`config.mk`:
```
export PLATFORM = sky130hd
export DESIGN_NAME = syn_av_mm_lb_bridge
export DESIGN_NICKNAME = d
export VERILOG_FILES = /design/src/rtl/syn_av_mm_lb_bridge.sv
export SDC_FILE = /design/constraint.sdc
export NUM_CORES = 1
export LEC_CHECK = 0
export ABC_AREA = 1
export BUFFER_PORTS_ARGS = -buffer_cell sky130_fd_sc_hd__buf_2
export CAP_MARGIN = 5
export CORE_AREA = 2 2 80 82
export DETAILED_ROUTE_END_ITERATION = 8
export DIE_AREA = 0 0 82 84
export PLACE_DENSITY = 0.81
export REMOVE_ABC_BUFFERS = 1
export SLEW_MARGIN = 20
export SYNTH_ARGS = -nofsm -noshare
export SYNTH_HDL_FRONTEND = slang
export SYNTH_SLANG_ARGS = --single-unit
```
`constraint.sdc`:
```
create_clock -name av_clk -period 2.8 [get_ports av_clk]
set_input_delay 0.42 -clock av_clk [delete_from_list [all_inputs] [get_ports av_clk]]
set_output_delay 0.42 -clock av_clk [all_outputs]
set_load 0.05 [all_outputs]
```
`src/rtl/syn_av_mm_lb_bridge.sv`:
```
// Avalon-MM slave to local-bus bridge.
// Each Avalon read or write becomes one single-cycle lb_rd_en/lb_wr_en strobe.
// The master is stalled with av_wait_req until lb_ack arrives or the access times out.
// Only one transfer is outstanding at a time.
// Ports:
//   av_clk, av_rst          clock, asynchronous active-low reset
//   av_read/av_write/...    Avalon-MM slave side (av_begin_xfr is not decoded)
//   av_wait_req             low for exactly one cycle when a transfer completes
//   av_read_data            read data, valid while av_wait_req is low after a read
//   lb_*                    local-bus strobes, address, write data, read data and ack
//   err_clr, err_timeout,   sticky error flags and their clear
//   err_rdwr
//   busy                    the bridge is not idle
module syn_av_mm_lb_bridge #(
  parameter int unsigned ADDR_W        = 16,
  parameter int unsigned DATA_W        = 16,
  parameter int unsigned TIMEOUT_CYC   = 255,
  parameter logic [31:0] TIMEOUT_RDATA = 32'hDEAD
) (
  input  logic              av_clk,
  input  logic              av_rst,
  input  logic              av_read,
  input  logic              av_write,
  input  logic              av_begin_xfr,
  input  logic [ADDR_W-1:0] av_addr,
  input  logic [DATA_W-1:0] av_write_data,
  output logic              av_wait_req,
  output logic [DATA_W-1:0] av_read_data,
  output logic              lb_rd_en,
  output logic              lb_wr_en,
  output logic [ADDR_W-1:0] lb_addr,
  output logic [DATA_W-1:0] lb_wdata,
  input  logic [DATA_W-1:0] lb_rdata,
  input  logic              lb_ack,
  input  logic              err_clr,
  output logic              err_timeout,
  output logic              err_rdwr,
  output logic              busy
);

  localparam int unsigned CntW = $clog2(TIMEOUT_CYC + 1);

  typedef enum logic [1:0] {StIdle, StIssue, StWait, StDone} state_e;

  state_e            state_q, state_d;
  logic [CntW-1:0]   counter_q, counter_d;
  logic              is_rd_q, is_rd_d;
  logic [ADDR_W-1:0] lb_addr_q, lb_addr_d;
  logic [DATA_W-1:0] lb_wdata_q, lb_wdata_d;
  logic [DATA_W-1:0] rdata_q, rdata_d;
  logic              rd_en_q, rd_en_d;
  logic              wr_en_q, wr_en_d;
  logic              wait_req_q, wait_req_d;
  logic              busy_q, busy_d;
  logic              err_to_q, err_to_d;
  logic              err_rdwr_q, err_rdwr_d;

  // First-cycle marker is informational only.
  logic unused_begin_xfr;
  assign unused_begin_xfr = av_begin_xfr;

  always_comb begin
    state_d    = state_q;
    counter_d  = counter_q;
    is_rd_d    = is_rd_q;
    lb_addr_d  = lb_addr_q;
    lb_wdata_d = lb_wdata_q;
    rdata_d    = rdata_q;
    rd_en_d    = 1'b0;
    wr_en_d    = 1'b0;
    // A clear in the same cycle as a new error loses: the set below overrides it.
    err_to_d   = err_to_q & ~err_clr;
    err_rdwr_d = err_rdwr_q & ~err_clr;

    case (state_q)
      StIdle: begin
        if (av_read || av_write) begin
          lb_addr_d  = av_addr;
          lb_wdata_d = av_write_data;
          // Simultaneous read and write is handled as a write.
          is_rd_d    = av_read & ~av_write;
          rd_en_d    = av_read & ~av_write;
          wr_en_d    = av_write;
          if (av_read && av_write) begin
            err_rdwr_d = 1'b1;
          end
          state_d = StIssue;
        end
      end
      StIssue: begin
        counter_d = '0;
        if (lb_ack) begin
          if (is_rd_q) begin
            rdata_d = lb_rdata;
          end
          state_d = StDone;
        end else begin
          state_d = StWait;
        end
      end
      StWait: begin
        if (counter_q != CntW'(TIMEOUT_CYC)) begin
          counter_d = counter_q + 1'b1;
        end
        // An ack in the cycle the count would expire still completes normally.
        if (lb_ack) begin
          if (is_rd_q) begin
            rdata_d = lb_rdata;
          end
          state_d = StDone;
        end else if (counter_q >= CntW'(TIMEOUT_CYC - 1)) begin
          if (is_rd_q) begin
            rdata_d = TIMEOUT_RDATA[DATA_W-1:0];
          end
          err_to_d = 1'b1;
          state_d  = StDone;
        end
      end
      StDone: begin
        state_d = StIdle;
      end
      default: begin
        state_d = StIdle;
      end
    endcase

    wait_req_d = (state_d != StDone);
    busy_d     = (state_d != StIdle);
  end

  always_ff @(posedge av_clk or negedge av_rst) begin
    if (!av_rst) begin
      state_q    <= StIdle;
      counter_q  <= '0;
      is_rd_q    <= 1'b0;
      lb_addr_q  <= '0;
      lb_wdata_q <= '0;
      rdata_q    <= '0;
      rd_en_q    <= 1'b0;
      wr_en_q    <= 1'b0;
      wait_req_q <= 1'b1;
      busy_q     <= 1'b0;
      err_to_q   <= 1'b0;
      err_rdwr_q <= 1'b0;
    end else begin
      state_q    <= state_d;
      counter_q  <= counter_d;
      is_rd_q    <= is_rd_d;
      lb_addr_q  <= lb_addr_d;
      lb_wdata_q <= lb_wdata_d;
      rdata_q    <= rdata_d;
      rd_en_q    <= rd_en_d;
      wr_en_q    <= wr_en_d;
      wait_req_q <= wait_req_d;
      busy_q     <= busy_d;
      err_to_q   <= err_to_d;
      err_rdwr_q <= err_rdwr_d;
    end
  end

  assign av_wait_req  = wait_req_q;
  assign av_read_data = rdata_q;
  assign lb_rd_en     = rd_en_q;
  assign lb_wr_en     = wr_en_q;
  assign lb_addr      = lb_addr_q;
  assign lb_wdata     = lb_wdata_q;
  assign err_timeout  = err_to_q;
  assign err_rdwr     = err_rdwr_q;
  assign busy         = busy_q;

endmodule
```
==> results of run 1 <==
## cell type report
type,instances,area [sq um],share of cell area [%]
Inverter,21,78.83,2.068
Clock buffer,13,158.9,4.168
Clock inverter,3,15.01,0.3938
Timing Repair Buffer,113,583.1,15.29
Sequential cell,65,1628,42.70
Tap cell,77,96.34,2.527
Multi-Input combinational cell,206,1252,32.85
## layer usage
| metal | track usage [%] | share of wire [%] | vias to the layer above |
|---|---|---|---|
| met1 | 26.88 | 44 | 1166 |
| met4 | 6.970 | 1.5 | 0 |
| met5 | 0 | 0 | - |
| met2 | 29.86 | 45 | 126 |
| met3 | 6.169 | 9.2 | 10 |
| li1 | - | - | 1249 |
## through the flow
step | std cells | area, sq um | total power, mW | setup WS [ps]
after detailed placement | 482 | 3636 | 4.804 | 931.5
final | 498 | 3812 | 5.456 | 911.9
after global placement | 482 | 3636 | 4.716 | 952.0
after global routing | 498 | 3812 | 5.804 | 747.7
after CTS | 498 | 3810 | 5.506 | 911.0
after floorplan | 292 | 2959 | 4.010 | 821.4
## registers in the layout, summed over array words and instances, names as in the netlist, 2 cells and up
name	cells
lb_wdata	16
state_q	2
counter_q	8
av_read_data	16
lb_addr	16
## worst max-delay path by stage
stage / endpoint / slack, ps / cells after the start
floorplan: lb_addr[0] / 820 / 5
global placement: av_read_data[4] / 950 / 9
detailed placement: av_read_data[1] / 930 / 9
CTS: av_read_data[4] / 910 / 9
global route: av_read_data[13] / 750 / 9
finish: av_read_data[4] / 910 / 9
## logic make-up (layout without fill, tap and decap cells)
kind of cell / Yosys count / count (layout)
flip-flops: 65 / 65
AO/OA/AOI/OAI: 30 / 30
adder cells (fa/ha/maj): 5 / 5
buffers and inverters: 35 / 150
XOR/XNOR: 1 / 1
AND/OR/NAND/NOR: 138 / 138
multiplexers: 32 / 32
## report_power, final
part	internal, mW	switching (mW)	total (mW)	leakage [nW]
Sequential	1.36	0.222	1.58	0.795
Clock	0.366	0.324	0.689	0.0932
Combinational	0.891	2.29	3.18	1.08
## cell usage in the layout (no fill, tap or decap), types with 5 or more instances in the layout
master / n
sky130_fd_sc_hd__a22oi_1: 5
sky130_fd_sc_hd__nand3_1: 6
sky130_fd_sc_hd__o211ai_1: 11
sky130_fd_sc_hd__o21ai_0: 8
sky130_fd_sc_hd__ha_1: 5
sky130_fd_sc_hd__nand4_1: 18
sky130_fd_sc_hd__nor2_1: 8
sky130_fd_sc_hd__dfrtp_1: 64
sky130_fd_sc_hd__mux2_2: 32
sky130_fd_sc_hd__inv_1: 20
sky130_fd_sc_hd__buf_2: 106
sky130_fd_sc_hd__clkbuf_8: 11
sky130_fd_sc_hd__nand2_1: 99
sky130_fd_sc_hd__buf_4: 7
==> qor.csv, run 1 <==
stage;metric;value;unit
status;status;finished clean;
timing;worst_pin_slew;552.9;ps
timing;final_setup_violation_count;0;
synth;dominant_cell_by_count_in_the_synthesized_netlist;sky130_fd_sc_hd__nand2_1;
power_and_ir_drop;leakage;1.969;nW
worst_setup_path;register_to_register_path_depth;9;
worst_setup_path;worst_setup_path_start_kind;flop;
synth;synth_enable_flop_cells;0;
clocking;post_cts_buffers;0;
route;detailedRoute.firstPassIterationCount;4;
hold_path;holdCritPathClass;input pin to asynchronous set/reset pin;
synth;synth_async_sr_flop_share;100.0;%
timing;final.period_utilization;67.43;%
clocking;clkSlewWorstSetupHoldPaths;70;ps
clocking;cts-hold-fix-buffers;0;
grt;first_global_vias;2302;
worst_setup_path;regToRegSetupSlack;910;ps
final_layout;nFillCells;504;
synth;postSynthAreaPerCell;9.911;sq um
route;avgRoutedWirePerCell;13.10;microns
synth;synth.top_cells.by_area;sky130_fd_sc_hd__dfrtp_1 (53%), sky130_fd_sc_hd__nand2_1 (12%), sky130_fd_sc_hd__mux2_2 (12%);
timing;fin_skew;12.19;ps
timing;setup_repair_after_global_routing_missed_its_margin;false;
synth;synthXorXnorAreaFrac;0.2888;%
synth;post_synth_top_area_cell;sky130_fd_sc_hd__dfrtp_1;
floorplanning;boundaryPins;109;
final_layout;drive_gt1_share;40.14;%
final_layout;areaGrowthSynthToFinish;25.70;%
worst_setup_path;crit_path_cell_trace;inv_1 -> ha_1 -> inv_1 -> buf_4 -> nor2_1 -> nand2_4 -> nand3_4 -> nand2_1 -> nand2_1;
route;drt-vias-per-instance;5.122;
route;drt_wl_total;6522;microns
worst_setup_path;number_of_buffers_and_inverters_on_the_critical_path;3;
power_and_ir_drop;total_power_divided_by_cell_area;1431;nW/um^2
floorplanning;initial_core_util;49.75;%
clocking;clock_insertion_delay_worst_skew;330;ps
timing;timing.final.hold_violations;0;
place;place.gp.congestion;0.8345;
clocking;postCtsResizedCells;0;
final_layout;nNetsFinal;476;
flow_run;max_cap_viol_count;0;
grt;grt_antenna_before_repair;0;
clocking;ctsLongestPathBuffers;2;
synth;post_synthesis_cell_count;306;
clocking;tritoncts_num_sinks;65;
worst_setup_path;cp_top_family;simple AND/OR/NAND/NOR gates;
worst_setup_path;rr_startpoint;state_q[0];
route;dr_total_vias;2551;
floorplanning;die_height;84;microns
timing;totalNegativeSetupSlack;0;ps
final_layout;insertedDiodeCount;0;
timing;worst_hold_slack;81.38;ps
power_and_ir_drop;ir_worst_vdd;0.8939;mV
route;drt_iter0_markers;84;
worst_setup_path;worst_path_max_delay_cell;sky130_fd_sc_hd__dfrtp_1;
synth;post-synth-top-area-fraction;52.81;%
synth;synthesis.yosys.warnings;0;
synth;synth.lib_cells_used.distinct;30;
worst_setup_path;timing.critical_path.to_type;flop;
grt;grt.total_usage;19.81;%
grt;pin_count_of_the_biggest_net_entering_global_routing;48;
timing;timing_max_transition_violations_final;0;
place;io_buffers;107;
clocking;cts_tree;yes;
final_layout;finish.utilization;62.54;%
floorplanning;chipWidth;82;microns
synth;synth.yosys.seq_area_share;53.67;%
route;drc_errors;0;
clocking;clock_tree.htree_level_count;3;
synth;postSynthRegisterBits;65;
worst_setup_path;cp_data_required_time;3070;ps
floorplanning;core_area;6096;sq um
worst_setup_path;reg2reg_to;av_read_data[4];
worst_setup_path;timing.critical_path.from;state_q[0];
timing;finalCriticalPeriod;1888;ps
synth;synth-compound-area-share;7.013;%
grt;first_pass_grt_wire_length;10460;microns
synth;main_combinational_cell_family_by_area_after_synthesis;simple AND/OR/NAND/NOR gates;
synth;synth-adder-area-share;2.063;%
worst_setup_path;timing.critical_path.slowest_cell_delay;390;ps
synth;syn_area;3033;sq um
synth;synth_top_flop_cell;sky130_fd_sc_hd__dfrtp_1;
worst_setup_path;path_max_fanout;17;
route;antenna_violating_nets_post_route;0;
timing;timing.fmax;529.6;MHz
synth;synth_simple_gate_area_share;20.05;%
worst_setup_path;timing_worst_setup_path_type;flop to flop;
worst_setup_path;critical_path_arrival;2160;ps
grt;grt_overflow;0;
floorplanning;num_rows;29;
synth;synthMuxAreaShare;11.88;%
floorplanning;floorplan.die_area;6888;sq um
synth;post_synth_most_frequent_cells;sky130_fd_sc_hd__nand2_1 (99), sky130_fd_sc_hd__dfrtp_1 (64), sky130_fd_sc_hd__mux2_2 (32);
clocking;clock-root-buffer;sky130_fd_sc_hd__clkbuf_8;
timing;timing.slew.headroom;63.14;%
clocking;number_of_buffers_added_by_the_clock_tree_synthesis_step;9;
place;dp_hpwl;4817;microns
Note: power is estimated with default switching activity, not from simulation.
==> run 2, diff against run 1 <==
--- a/config.mk
+++ b/config.mk
@@ -8,10 +8,10 @@
 export ABC_AREA = 1
 export BUFFER_PORTS_ARGS = -buffer_cell sky130_fd_sc_hd__buf_2
 export CAP_MARGIN = 5
-export CORE_AREA = 2 2 80 82
+export CORE_AREA = 2 2 86 88
 export DETAILED_ROUTE_END_ITERATION = 8
-export DIE_AREA = 0 0 82 84
-export PLACE_DENSITY = 0.81
+export DIE_AREA = 0 0 88 90
+export PLACE_DENSITY = 0.74
 export REMOVE_ABC_BUFFERS = 1
 export SLEW_MARGIN = 20
 export SYNTH_ARGS = -nofsm -noshare
==> constraint.sdc (replaced) <==
create_clock -name av_clk -period 1.58 [get_ports av_clk]
set_input_delay 0.237 -clock av_clk [delete_from_list [all_inputs] [get_ports av_clk]]
set_output_delay 0.237 -clock av_clk [all_outputs]
set_load 0.05 [all_outputs]
==> qor.csv, run 2 (same netlist as run 1, synthesis figures left out) <==
stage;metric;value;unit
route;drt_iter0_markers;171;
final_layout;areaGrowthSynthToFinish;37.50;%
timing;timing.final.hold_violations;0;
route;dr_total_vias;2660;
floorplanning;core_area;7020;sq um
grt;grt_overflow;0;
floorplanning;num_rows;31;
status;status;finished clean;
timing;final_critical_path_setup_slack;51.85;ps
grt;pin_count_of_the_biggest_net_entering_global_routing;66;
worst_setup_path;timing.critical_path.slowest_cell_delay;410;ps
place;dp_hpwl;5139;microns
power_and_ir_drop;ir_worst_vdd;1.585;mV
place;place.gp.congestion;0.7980;
timing;timing.slew.headroom;76.93;%
worst_setup_path;register_to_register_path_depth;6;
flow_run;max_cap_viol_count;0;
grt;first_global_vias;2624;
route;antenna_violating_nets_post_route;0;
worst_setup_path;worst_setup_path_start_kind;flop;
floorplanning;initial_core_util;43.20;%
worst_setup_path;timing_worst_setup_path_type;flop to flop;
hold_path;holdCritPathClass;input pin to flop;
timing;timing_max_transition_violations_final;0;
timing;worst_pin_slew;346.1;ps
final_layout;nFillCells;599;
timing;fin_skew;8.560;ps
timing;final.period_utilization;96.72;%
final_layout;drive_gt1_share;44.22;%
power_and_ir_drop;leakage;2.115;nW
route;drt_wl_total;7687;microns
clocking;number_of_buffers_added_by_the_clock_tree_synthesis_step;9;
grt;grt_antenna_before_repair;0;
power_and_ir_drop;total_power_divided_by_cell_area;2583;nW/um^2
final_layout;finish.utilization;59.40;%
clocking;cts_tree;yes;
final_layout;insertedDiodeCount;0;
final_layout;nNetsFinal;497;
floorplanning;boundaryPins;109;
worst_setup_path;worst_path_max_delay_cell;sky130_fd_sc_hd__dfrtp_1;
worst_setup_path;critical_path_arrival;1740;ps
grt;grt.total_usage;19.78;%
worst_setup_path;cp_data_required_time;1790;ps
route;detailedRoute.firstPassIterationCount;5;
final_layout;layout.cells.non_filler;540;
final_layout;final_common_cell;sky130_fd_sc_hd__buf_2;
floorplanning;die_height;90;microns
clocking;clock_tree.htree_level_count;3;
final_layout;final_cell_mix;sky130_fd_sc_hd__buf_2 (107), sky130_fd_sc_hd__nand2_1 (97), sky130_fd_sc_hd__dfrtp_1 (64);
timing;timing.fmax;654.4;MHz
power_and_ir_drop;finalPower;10.77;mW
floorplanning;chipWidth;88;microns
clocking;tritoncts_num_sinks;65;
hold_path;whs_path_depth;2;
worst_setup_path;timing.critical_path.to_type;flop;
grt;first_pass_grt_wire_length;12370;microns
place;io_buffers;107;
timing;setup_repair_after_global_routing_missed_its_margin;true;
clocking;clock_insertion_delay_worst_skew;330;ps
place;postPlaceCellArea;3786;sq um
clocking;clkSlewWorstSetupHoldPaths;70;ps
final_layout;final_cell_area;4170;sq um
place;post-place-cells;517;
timing;final_setup_violation_count;0;
clocking;ctsLongestPathBuffers;2;
route;drt-vias-per-instance;4.926;
route;drc_errors;0;
timing;finalCriticalPeriod;1528;ps
place;place_ws;-27.36;ps
worst_setup_path;path_max_fanout;8;
worst_setup_path;crit_path_cell_trace;inv_2 -> ha_4 -> nand2_1 -> nand2_4 -> clkbuf_16 -> mux2_2;
route;avgRoutedWirePerCell;14.24;microns
floorplanning;floorplan.die_area;7920;sq um
clocking;clock-root-buffer;sky130_fd_sc_hd__clkbuf_8;
## run 2: layout make-up
class	count	area [sq um]	share of cell area (%)
multi-input cells	207	1308	31.35
repair buffers	133	803.3	19.26
well taps	99	123.9	2.970
flip-flops and latches	65	1628	39.03
inverters	21	78.83	1.890
clock inverters	2	60.06	1.440
clock buffers	13	168.9	4.050
## run 2: worst paths after layout
| kind | start | endpoint | slack, ps |
|---|---|---|---|
| worst max-delay path | state_q[0] | lb_addr[13] | 50 |
| worst min-delay path | av_write | lb_rd_en | 100 |
| worst max register to register | state_q[0] | lb_addr[13] | 50 |
| worst min register to register | lb_addr[15] | lb_addr[15] | 500 |
| max in group asynchronous | av_rst | av_wait_req | 810 |
| min in group asynchronous | av_rst | lb_wdata[2] | 450 |
## run 2: power by group
group	internal (mW)	switching, mW
Sequential	2.41	0.412
Combinational	2.02	4.30
Clock	1.01	0.613
## run 2: worst max-delay path, delay by kind of cell, from the launching register on
kind                       cells  cell delay, ps
DFF                            1             410
and+or+nand+nor                2             240
buffers and inverters          2             290
adders and majority gates      1             150
muxes                          1             330
## run 2: layer usage
metal	routed length [microns]	track usage, %	vias to the layer above
li1	-	-	1288
met1	3171	25.27	1282
met2	4064	32.77	82
met4	91	6.026	0
met5	0	0	-
met3	361	4.959	8
## run 2: per-stage QoR
stage	hold WS, ps	setup TNS (ps)
6_report	97.34	0
5_1_grt	93.86	-50.97
4_1_cts	67.67	0
3_5_place_dp	283.4	-239.7
3_3_place_gp	279.8	0
2_1_floorplan	-58.59	-15500
## run 2: repair_timing
action,in CTS,in global routing
setup endpoints to repair,43,54
pin swaps,0,3
gates resized for setup,4,13
setup buffers,0,4
gates cloned,1,2
hold buffers,1,0
hold endpoints to repair,64,0
